==> config.mk <==
export PLATFORM = sky130hd
export DESIGN_NAME = throw_trigger_flat
export DESIGN_NICKNAME = d
export VERILOG_FILES = /design/src/rtl/throw_pkg.sv /design/src/rtl/throw_trigger_if.sv /design/src/rtl/btn_debounce.sv /design/src/rtl/throw_trigger.sv /design/src/flat_wrapper.sv
export SDC_FILE = /design/constraint.sdc
export NUM_CORES = 1
export LEC_CHECK = 0
export ABC_CLOCK_PERIOD_IN_PS = 3650
export CAP_MARGIN = 20
export CORE_AREA = 5 5 84 86
export CTS_CLUSTER_DIAMETER = 30
export DETAILED_ROUTE_END_ITERATION = 8
export DIE_AREA = 0 0 89 91
export PLACE_DENSITY = 0.79
export SETUP_SLACK_MARGIN = 0.2
export SYNTH_ARGS = -nofsm -noshare
export SYNTH_HDL_FRONTEND = slang
export SYNTH_SLANG_ARGS = --single-unit
==> constraint.sdc <==
create_clock -name clk -period 3.65 [get_ports clk]
set_input_delay 0.73 -clock clk [delete_from_list [all_inputs] [get_ports clk]]
set_output_delay 0.73 -clock clk [all_outputs]
set_load 0.01 [all_outputs]
==> src/rtl/throw_pkg.sv <==
// Shared types for the throw path: FSM state encoding and power-meter width.
// throw_ctl imports this as well so both blocks agree on the width of power.
package throw_pkg;
    localparam int POWER_W = 7;

    typedef enum logic [1:0] {
        IDLE,
        CHARGE,
        FIRE,
        FLIGHT
    } throw_state_t;
endpackage

==> src/rtl/throw_trigger_if.sv <==
// Button-in / throw-out bundle between the input stage, throw_trigger and throw_ctl.
interface throw_trigger_if;
    import throw_pkg::*;

    logic               fire_btn;
    logic               enable;
    logic [POWER_W-1:0] power;
    logic [POWER_W-1:0] power_meter;
    logic               busy;

    modport master (
        input  fire_btn,
        output enable,
        output power,
        output power_meter,
        output busy
    );

    modport slave (
        output fire_btn,
        input  enable,
        input  power,
        input  power_meter,
        input  busy
    );
endinterface

==> src/rtl/btn_debounce.sv <==
// Two-flop synchronizer followed by a consecutive-sample debouncer.
// The debounced level resets to "pressed" so a button held through reset never looks like a fresh press.
module btn_debounce #(
    parameter int DEBOUNCE_CYCLES = 65_000
) (
    input  logic clk,
    input  logic rst,
    input  logic btn_raw,
    output logic btn_db
);
    localparam int CNT_W = (DEBOUNCE_CYCLES > 1) ? $clog2(DEBOUNCE_CYCLES) : 1;
    localparam logic [CNT_W-1:0] CNT_LOAD = CNT_W'(DEBOUNCE_CYCLES - 1);

    logic             sync1_q, sync1_d;
    logic             sync2_q, sync2_d;
    logic             db_q, db_d;
    logic [CNT_W-1:0] cnt_q, cnt_d;

    always_comb begin
        sync1_d = btn_raw;
        sync2_d = sync1_q;
        db_d    = db_q;
        cnt_d   = CNT_LOAD;
        // Down-counter runs only while the synced level disagrees; any agreeing sample reloads it.
        if (sync2_q != db_q) begin
            if (cnt_q == '0) begin
                db_d = ~db_q;
            end else begin
                cnt_d = cnt_q - 1'b1;
            end
        end
    end

    always_ff @(posedge clk or posedge rst) begin
        if (rst) begin
            sync1_q <= 1'b0;
            sync2_q <= 1'b0;
            db_q    <= 1'b1;
            cnt_q   <= CNT_LOAD;
        end else begin
            sync1_q <= sync1_d;
            sync2_q <= sync2_d;
            db_q    <= db_d;
            cnt_q   <= cnt_d;
        end
    end

    assign btn_db = db_q;
endmodule

==> src/rtl/throw_trigger.sv <==
// Charged-throw trigger: hold to ramp power, release to fire a one-cycle enable,
// then lock out new throws until the flight time has elapsed.
module throw_trigger
    import throw_pkg::*;
#(
    parameter int DEBOUNCE_CYCLES = 65_000,
    parameter int CHARGE_DIV      = 650_000,
    parameter int POWER_MAX       = 100,
    parameter int POWER_MIN       = 1,
    parameter int FLIGHT_CYCLES   = 6400
) (
    input  logic            clk,
    input  logic            rst,
    throw_trigger_if.master bus
);
    localparam int DIV_W = (CHARGE_DIV > 1) ? $clog2(CHARGE_DIV) : 1;
    localparam int FLT_W = (FLIGHT_CYCLES > 1) ? $clog2(FLIGHT_CYCLES) : 1;
    localparam logic [DIV_W-1:0]   DIV_LAST = DIV_W'(CHARGE_DIV - 1);
    localparam logic [FLT_W-1:0]   FLT_LAST = FLT_W'(FLIGHT_CYCLES - 1);
    localparam logic [POWER_W-1:0] P_MAX    = POWER_W'(POWER_MAX);
    localparam logic [POWER_W-1:0] P_MIN    = POWER_W'(POWER_MIN);

    logic btn_db;

    btn_debounce #(
        .DEBOUNCE_CYCLES(DEBOUNCE_CYCLES)
    ) u_debounce (
        .clk    (clk),
        .rst    (rst),
        .btn_raw(bus.fire_btn),
        .btn_db (btn_db)
    );

    throw_state_t       state_q, state_d;
    logic [DIV_W-1:0]   div_q, div_d;
    logic [FLT_W-1:0]   flight_q, flight_d;
    logic [POWER_W-1:0] meter_q, meter_d;
    logic [POWER_W-1:0] power_q, power_d;
    logic               enable_q, enable_d;
    logic               prev_q, prev_d;

    always_comb begin
        state_d  = state_q;
        div_d    = div_q;
        flight_d = flight_q;
        meter_d  = meter_q;
        power_d  = power_q;
        enable_d = 1'b0;
        prev_d   = btn_db;
        unique case (state_q)
            IDLE: begin
                if (btn_db && !prev_q) begin
                    state_d = CHARGE;
                    div_d   = '0;
                    meter_d = '0;
                end
            end
            CHARGE: begin
                if (!btn_db) begin
                    div_d   = '0;
                    meter_d = '0;
                    if (meter_q >= P_MIN) begin
                        state_d  = FIRE;
                        power_d  = meter_q;
                        enable_d = 1'b1;
                    end else begin
                        state_d = IDLE;
                    end
                end else if (div_q == DIV_LAST) begin
                    div_d   = '0;
                    meter_d = (meter_q >= P_MAX) ? P_MAX : meter_q + 1'b1;
                end else begin
                    div_d = div_q + 1'b1;
                end
            end
            FIRE: begin
                state_d  = FLIGHT;
                meter_d  = '0;
                flight_d = '0;
            end
            FLIGHT: begin
                if (flight_q == FLT_LAST) begin
                    state_d = IDLE;
                end else begin
                    flight_d = flight_q + 1'b1;
                end
            end
            default: state_d = IDLE;
        endcase
    end

    // prev resets high to match the debouncer's "pressed" reset level.
    always_ff @(posedge clk or posedge rst) begin
        if (rst) begin
            state_q  <= IDLE;
            div_q    <= '0;
            flight_q <= '0;
            meter_q  <= '0;
            power_q  <= '0;
            enable_q <= 1'b0;
            prev_q   <= 1'b1;
        end else begin
            state_q  <= state_d;
            div_q    <= div_d;
            flight_q <= flight_d;
            meter_q  <= meter_d;
            power_q  <= power_d;
            enable_q <= enable_d;
            prev_q   <= prev_d;
        end
    end

    assign bus.enable      = enable_q;
    assign bus.power       = power_q;
    assign bus.power_meter = meter_q;
    assign bus.busy        = (state_q != IDLE);
endmodule
==> src/flat_wrapper.sv <==
// flat-port wrapper written by rule: the top's interface ports become plain ports
module throw_trigger_flat import throw_pkg::*;
#(
    parameter int DEBOUNCE_CYCLES = 65_000,
    parameter int CHARGE_DIV      = 650_000,
    parameter int POWER_MAX       = 100,
    parameter int POWER_MIN       = 1,
    parameter int FLIGHT_CYCLES   = 6400
)
  (clk, rst, bus_fire_btn, bus_enable, bus_power, bus_power_meter, bus_busy);
  throw_trigger_if bus_i ();
  input  logic clk;
  input  logic rst;
  input wire logic [$bits(bus_i.fire_btn)-1:0] bus_fire_btn;
  output wire logic [$bits(bus_i.enable)-1:0] bus_enable;
  output wire logic [$bits(bus_i.power)-1:0] bus_power;
  output wire logic [$bits(bus_i.power_meter)-1:0] bus_power_meter;
  output wire logic [$bits(bus_i.busy)-1:0] bus_busy;
  assign bus_i.fire_btn = bus_fire_btn;
  assign bus_enable = bus_i.enable;
  assign bus_power = bus_i.power;
  assign bus_power_meter = bus_i.power_meter;
  assign bus_busy = bus_i.busy;
  throw_trigger #(.DEBOUNCE_CYCLES(DEBOUNCE_CYCLES), .CHARGE_DIV(CHARGE_DIV), .POWER_MAX(POWER_MAX), .POWER_MIN(POWER_MIN), .FLIGHT_CYCLES(FLIGHT_CYCLES)) u_core (.clk(clk), .rst(rst), .bus(bus_i));
endmodule
==> metrics, run 1 <==
Port Buf Inserts=18; WL final=between 7 and 8 mm; Synth Area in Compound Gates=between 10% and 20%; Setup-failing EPs final=0; Arrival @ worst endpoint=between 1.5 and 2 ns; FFs w/ async S/R, synth=between 90% and 100%; Pre-antenna DRT Iters=4; EDFF count, synth=0; # IOs=19; Gates resized, CTS repair=0; FMAX=roughly 430 MHz; Max Slew Vio Count=0; first-pass GRT wire length=between 10 and 15 mm; CTS tree=yes; FF+latch count, synth=70; WP buf/inv=2; Final ANT Viol Nets=0; Warnings, synthesis=0; max incr delay on CP=0.53 ns; final hold violation count=0; internal power=approximately 1100 µW; Worst slew margin=a little over two fifths; mux cell area share after synthesis=slightly below 3%; total congestion overflow=0; Tot GR Track Use=about a fifth; min-delay worst type=register to register; R2R depth=6; clk_lat worst skew=between 0.3 and 0.4 ns; Die Ht=roughly 90 µm; post-synthesis sequential area ratio=around half; Vias=2,772; leading area contributor after synthesis=dfrtp_1; critical-path cell list=inv_1 > nand2_1 > clkdlybuf4s50_1; XOR/XNOR Fraction of Synth Area=4.56%; hold path cells=0; run status=finished, final reports clean; critical path class=register to primary output; setup TNS=0 ns; share of the clock period used by the worst path=about 64%; largest family of logic cells by synthesized area=simple AND/OR/NAND/NOR gates; post-synth top area share=a little under two fifths; initial antenna violation count=0; unrepaired setup endpoints after global routing=no; Critical-path top delay cell=clkdlybuf4s50_1; most common cell in the netlist=dfrtp_1; Critical Path Start Type=register; Post-Synth Adder-Cell Area=between 2 and 2.5%; Post-Synth Simple-Gate Area=26.2%; largest cells by area after synthesis=dfrtp_1, dfstp_2, nand2_1; CP Capture Type=primary output; H-Tree Depth=3; Placer Congestion=slightly above 0.8; row count=29; Synth cell types=67; Max clock buf depth=2; Starting Density=about three fifths; Sw Share=between 20% and 30%; CP max FO=11; leading cell types by count after synthesis=dfrtp_1, nand2_1, nor2_1; First DRT Iteration DRCs=145; Crit path required time=roughly 3 ns; largest net degree at the start of global routing=30; dpl cells=around 450; Final #Nets=about 390; Post-Syn Nets=between 300 and 400; Num Clock Sinks=70; max cap viols=0; Chip Width=around 90 µm; minimum clock period=approximately 2.3 ns; Clock power frac=approximately two fifths; ANT cells=0; die area=about 0.0081 mm²; switching power=about 310 µW; Reg power frac=a little under three fifths; Num CTS Buffers=9; worst vdd ir=roughly 220 µV; final worst setup slack=1.30 ns; vias per inst=5.96; hold buffer count at cts=0; ys flop type=dfrtp_1; DRC Markers=0; Core Area=around 0.0062 mm²; dpl hpwl=between 4 and 5 mm; Clock Skew=just over 0.007 ns; P_leak=roughly 0.0018 µW; Worst-path clk slew=~0.070 ns; Mapped Area=between 0.003 and 0.004 mm²; Tightest Pin Transition=around 0.84 ns; routed len/inst=15.2 µm; number of global-route vias before repair=~2,800; Root Driver=clkbuf_8; Pwr Density=around 340 mW/mm²; Post-Syn Instances=360; Post-CTS Setup Bufs=0; dpl ws=between 1.5 and 2 ns; Area Overhead vs Synth=11.2%; layout cells sized above 1=between 10% and 20%; syn avg cell area=10.1 µm²; Finished Layout Cells=about 470; Combinational Power Share=around 2.1%; Crit path depth=3; Largest delay share family, worst path=buffers and inverters
power by group through the flow:
stage / registers [µW] / logic, µW / clock network [µW]
final: 785 / 28.2 / 552
after global routing: 785 / 34.0 / 598
after CTS: 785 / 29.7 / 563
after detailed placement: 799 / 29.7 / 0
after global placement: 799 / 29.4 / 0
after floorplan: 798 / 20.7 / 0
state kept, by name, summed over array words and instances (netlist names), 7 cells and up, named ones only:
| signal | count |
|---|---|
| u_core.u_debounce.cnt_q | 16 |
| u_core.bus.power_meter | 7 |
| u_core.flight_q | 13 |
| u_core.div_q | 20 |
| u_core.bus.power | 7 |
worst reg2reg max path, stage by stage, from the launching register on:
cell     delay [ns]
dfrtp_1        0.41
ha_1           0.23
nand3_1        0.13
or2b_1         0.29
nor4_4         0.51
or2_1          0.28
a31oi_1        0.11
layout by cell type, fill, tap and decap left out, types with 3 or more instances in the layout:
cell / n
dfrtp_1: 55
nand2_1: 42
nor2_1: 26
o21ai_0: 18
clkdlybuf4s50_1: 18
nand3_1: 17
a21oi_1: 17
dfstp_2: 15
xor2_1: 14
nor3_1: 10
inv_1: 10
a31oi_1: 10
clkbuf_8: 10
and2_1: 8
nand4_1: 8
and3_1: 7
ha_1: 7
mux2_2: 6
nand2b_1: 6
xnor2_1: 5
nor4_4: 4
mux2i_1: 4
nand3b_1: 3
nor4_1: 3
or4_1: 3
and4_1: 3
a211oi_1: 3
a41oi_1: 3
clkinvlp_4: 3
clkinv_2: 3
routing by layer:
layer / routed length (µm) / share of wire, % / track usage [%]
met1: 3270 / 46 / 28.5
met2: 3490 / 49 / 30.4
met3: 213 / 3.0 / 3.80
met4: 106 / 1.5 / 6.70
met5: 0 / 0 / 0
worst paths after layout:
check / start / end / slack, ns
max: u_core.state_q[0] / bus_busy / 1.30
min: u_core.u_debounce.sync1_q / u_core.u_debounce.sync2_q / 0.39
max reg2reg: u_core.div_q[0] / u_core.bus.power_meter[3] / 1.57
min reg2reg: u_core.u_debounce.sync1_q / u_core.u_debounce.sync2_q / 0.39
max in group asynchronous: rst / u_core.u_debounce.cnt_q[2] / 2.26
min in group asynchronous: rst / u_core.div_q[16] / 0.67
logic make-up (layout without fill, tap and decap cells):
family | Yosys count | in the layout
buffers and inverters | 20 | 48
adders and majority gates | 7 | 7
muxes | 10 | 10
AOI/OAI and AO/OA | 71 | 71
xor gates and xnor gates | 19 | 19
DFF | 70 | 70
and+or+nand+nor | 163 | 163
final cells by class:
class | count | area (µm²)
inverters | 12 | 45.0
clock buffers | 10 | 138
multi-input cells | 270 | 1770
fillers | 482 | 2150
flip-flops and latches | 70 | 1770
well taps | 77 | 96.3
clock inverters | 6 | 37.5
repair buffers | 20 | 195
stage by stage:
step	hold slack, ns	util, %	area (µm²)	total power (µW)
after CTS	0.388	65.4	4060	1380
after global routing	0.388	65.4	4060	1420
after floorplan	0.331	-	3650	819
after global placement	0.374	62.6	3880	828
final	0.392	65.4	4060	1360
after detailed placement	0.376	62.6	3880	829
Power figures use the tool's default switching activity.
==> run 2, diff against run 1 <==
--- a/config.mk
+++ b/config.mk
@@ -5,13 +5,13 @@
 export SDC_FILE = /design/constraint.sdc
 export NUM_CORES = 1
 export LEC_CHECK = 0
-export ABC_CLOCK_PERIOD_IN_PS = 3650
+export ABC_CLOCK_PERIOD_IN_PS = 2100
 export CAP_MARGIN = 20
-export CORE_AREA = 5 5 84 86
+export CORE_AREA = 5 5 89 91
 export CTS_CLUSTER_DIAMETER = 30
 export DETAILED_ROUTE_END_ITERATION = 8
-export DIE_AREA = 0 0 89 91
-export PLACE_DENSITY = 0.79
+export DIE_AREA = 0 0 94 96
+export PLACE_DENSITY = 0.74
 export SETUP_SLACK_MARGIN = 0.2
 export SYNTH_ARGS = -nofsm -noshare
 export SYNTH_HDL_FRONTEND = slang
==> constraint.sdc (replaced) <==
create_clock -name clk -period 2.1 [get_ports clk]
set_input_delay 0.42 -clock clk [delete_from_list [all_inputs] [get_ports clk]]
set_output_delay 0.42 -clock clk [all_outputs]
set_load 0.01 [all_outputs]
==> run 2 against run 1 <==
  * Clock skew increased by 0.0065 ns
  * Clock power is 120% higher
  * Sequential share of layout area fell by 3.4 points
  * Register-to-register slack worse by 1.3 ns
  * Die area is 11% higher
  * Clock-buffer cell count rose by 1
  * Total power is 93% higher
  * Critical endpoint is now u_core.bus.power_meter[0]
  * Largest cell class unchanged
  * Largest power group unchanged
  * Highest routed layer unchanged
==> metrics, run 2 (synthesis gave the netlist of run 1 again) <==
Arrival @ worst endpoint=~2.1 ns; Critical Path Start Type=register; largest net degree at the start of global routing=71; Reg2Reg Capture Point=u_core.bus.power_meter[0]; Max clock buf depth=2; Pwr Density=596 mW/mm²; Root Driver=clkbuf_8; max cap viols=0; critical-path cell list=and2b_2 > nor3_2 > nor3_1 > or2_1 > a31o_1; CTS tree=yes; CP Capture Type=register; Placed Area=0.00402 mm²; unrepaired setup endpoints after global routing=yes; min-delay worst type=register to register; Crit path required time=2.34 ns; Core Area=around 0.007 mm²; max FFs per register=20; Placer Congestion=between 0.8 and 0.9; R2R depth=5; Setup-failing EPs final=0; Pre-antenna DRT Iters=5; setup TNS=0 ns; Final ANT Viol Nets=0; Critical R2R Launch=u_core.prev_q; routed len/inst=~15 µm; DRC Markers=0; Max Slew Vio Count=0; worst vdd ir=339 µV; clk_lat worst skew=0.34 ns; H-Tree Depth=3; run status=finished, final reports clean; CP max FO=5; Tot GR Track Use=17.6%; number of global-route vias before repair=~2,800; minimum clock period=roughly 1.9 ns; Tightest Pin Transition=between 0.5 and 0.6 ns; P_leak=roughly 0.0020 µW; most frequent cells in the layout=dfrtp_1, nand2_1, buf_4; Num CTS Buffers=9; Chip Width=94 µm; row count=31; First DRT Iteration DRCs=roughly 160; Worst-path clk slew=about 0.080 ns; Worst slew margin=between 60% and 70%; final hold violation count=0; Starting Density=between 50% and 60%; Num Clock Sinks=70; WL final=approximately 7.5 mm; vias per inst=5.71; dpl hpwl=~4.9 mm; # IOs=19; top flop regs=u_core.div_q x20, u_core.u_debounce.cnt_q x16, u_core.flight_q x13; Hold Slack=between 0.3 and 0.4 ns; FMAX=532 MHz; most common cell after layout, fill and taps aside=dfrtp_1; Die Ht=96 µm; CP Capture Point=u_core.bus.power_meter[0]; CP Launch Point=u_core.prev_q; die area=about 0.009 mm²; Area Overhead vs Synth=21.0%; Final #Nets=between 400 and 500; Critical-path top delay cell=dfstp_2; critical path class=register to register; final instance area=about 0.0044 mm²; Port Buf Inserts=18; final worst setup slack=around 0.22 ns; dpl ws=~0.094 ns; max incr delay on CP=0.53 ns; layout cells sized above 1=23.7%; r2r setup slk=approximately 0.22 ns; Clock Skew=roughly 0.014 ns; share of the clock period used by the worst path=89.5%; ANT cells=0; initial antenna violation count=0; first-pass GRT wire length=~13 mm; total congestion overflow=0; Vias=between 2,000 and 3,000; register bank with the most flops=u_core.div_q
[run 2: cell types whose count changed in the layout (fill, tap and decap cells not counted), moves of 2 or more]
| cell | previous run | this run |
|---|---|---|
| buf_4 | 2 | 27 |
| clkinvlp_4 | 3 | 1 |
| dfrtp_2 | 0 | 4 |
| clkinv_4 | 0 | 2 |
| bufinv_16 | 0 | 2 |
| inv_2 | 2 | 0 |
| dfrtp_1 | 55 | 51 |
| clkinv_2 | 3 | 1 |
[run 2: area by class of cell]
cell class	count	area [µm²]
clock buffers	11	141
multi-input cells	270	1830
well taps	99	124
clock inverters	5	82.6
repair buffers	46	405
fillers	602	2650
flip-flops and latches	70	1780
inverters	12	51.3
[run 2: metrics by stage]
| step | util (%) | instances | total power [µW] |
|---|---|---|---|
| final | 62.5 | 513 | 2630 |
| after global routing | 62.5 | 513 | 2730 |
| after CTS | 60.8 | 505 | 2650 |
| after detailed placement | 57.0 | 484 | 1440 |
| after global placement | 57.0 | 484 | 1440 |
| after floorplan | - | 360 | 1420 |
[run 2: where the power goes]
group	switching [µW]	internal, µW	total [µW]
Clock	508	704	1210
Combinational	37.0	15.3	52.4
Sequential	5.26	1360	1360
[run 2: worst max-delay path, delay by kind of cell, from the launching register on]
family / cells / cell delay (ns)
AOI/OAI and AO/OA: 1 / 0.23
DFF: 1 / 0.53
and+or+nand+nor: 4 / 1.02
[run 2: worst min path at each step]
stage / cells after the start / slack (ns) / end / from
floorplan: 0 / 0.33 / u_core.u_debounce.sync2_q / u_core.u_debounce.sync1_q
global placement: 0 / 0.34 / u_core.u_debounce.sync2_q / u_core.u_debounce.sync1_q
detailed placement: 0 / 0.34 / u_core.u_debounce.sync2_q / u_core.u_debounce.sync1_q
CTS: 0 / 0.35 / u_core.u_debounce.sync2_q / u_core.u_debounce.sync1_q
global route: 0 / 0.36 / u_core.u_debounce.sync2_q / u_core.u_debounce.sync1_q
finish: 0 / 0.35 / u_core.u_debounce.sync2_q / u_core.u_debounce.sync1_q
[run 2: routing by layer]
layer	up-vias	part of all wire [%]	GRT usage [%]
met1	1457	46	22.6
met4	0	1.5	7.46
li1	1409	-	-
met3	13	2.7	3.52
met2	51	50	29.0
met5	-	0	0
[run 2: what timing repair did]
| action | 4_1_cts | 5_1_grt |
|---|---|---|
| gates cloned | 0 | 0 |
| endpoints found under the hold margin | 0 | 0 |
| hold buffers | 0 | 0 |
| buffers inserted | 5 | 8 |
| endpoints found under the setup margin | 13 | 28 |
| resized for setup | 4 | 13 |
| pin swaps | 1 | 5 |
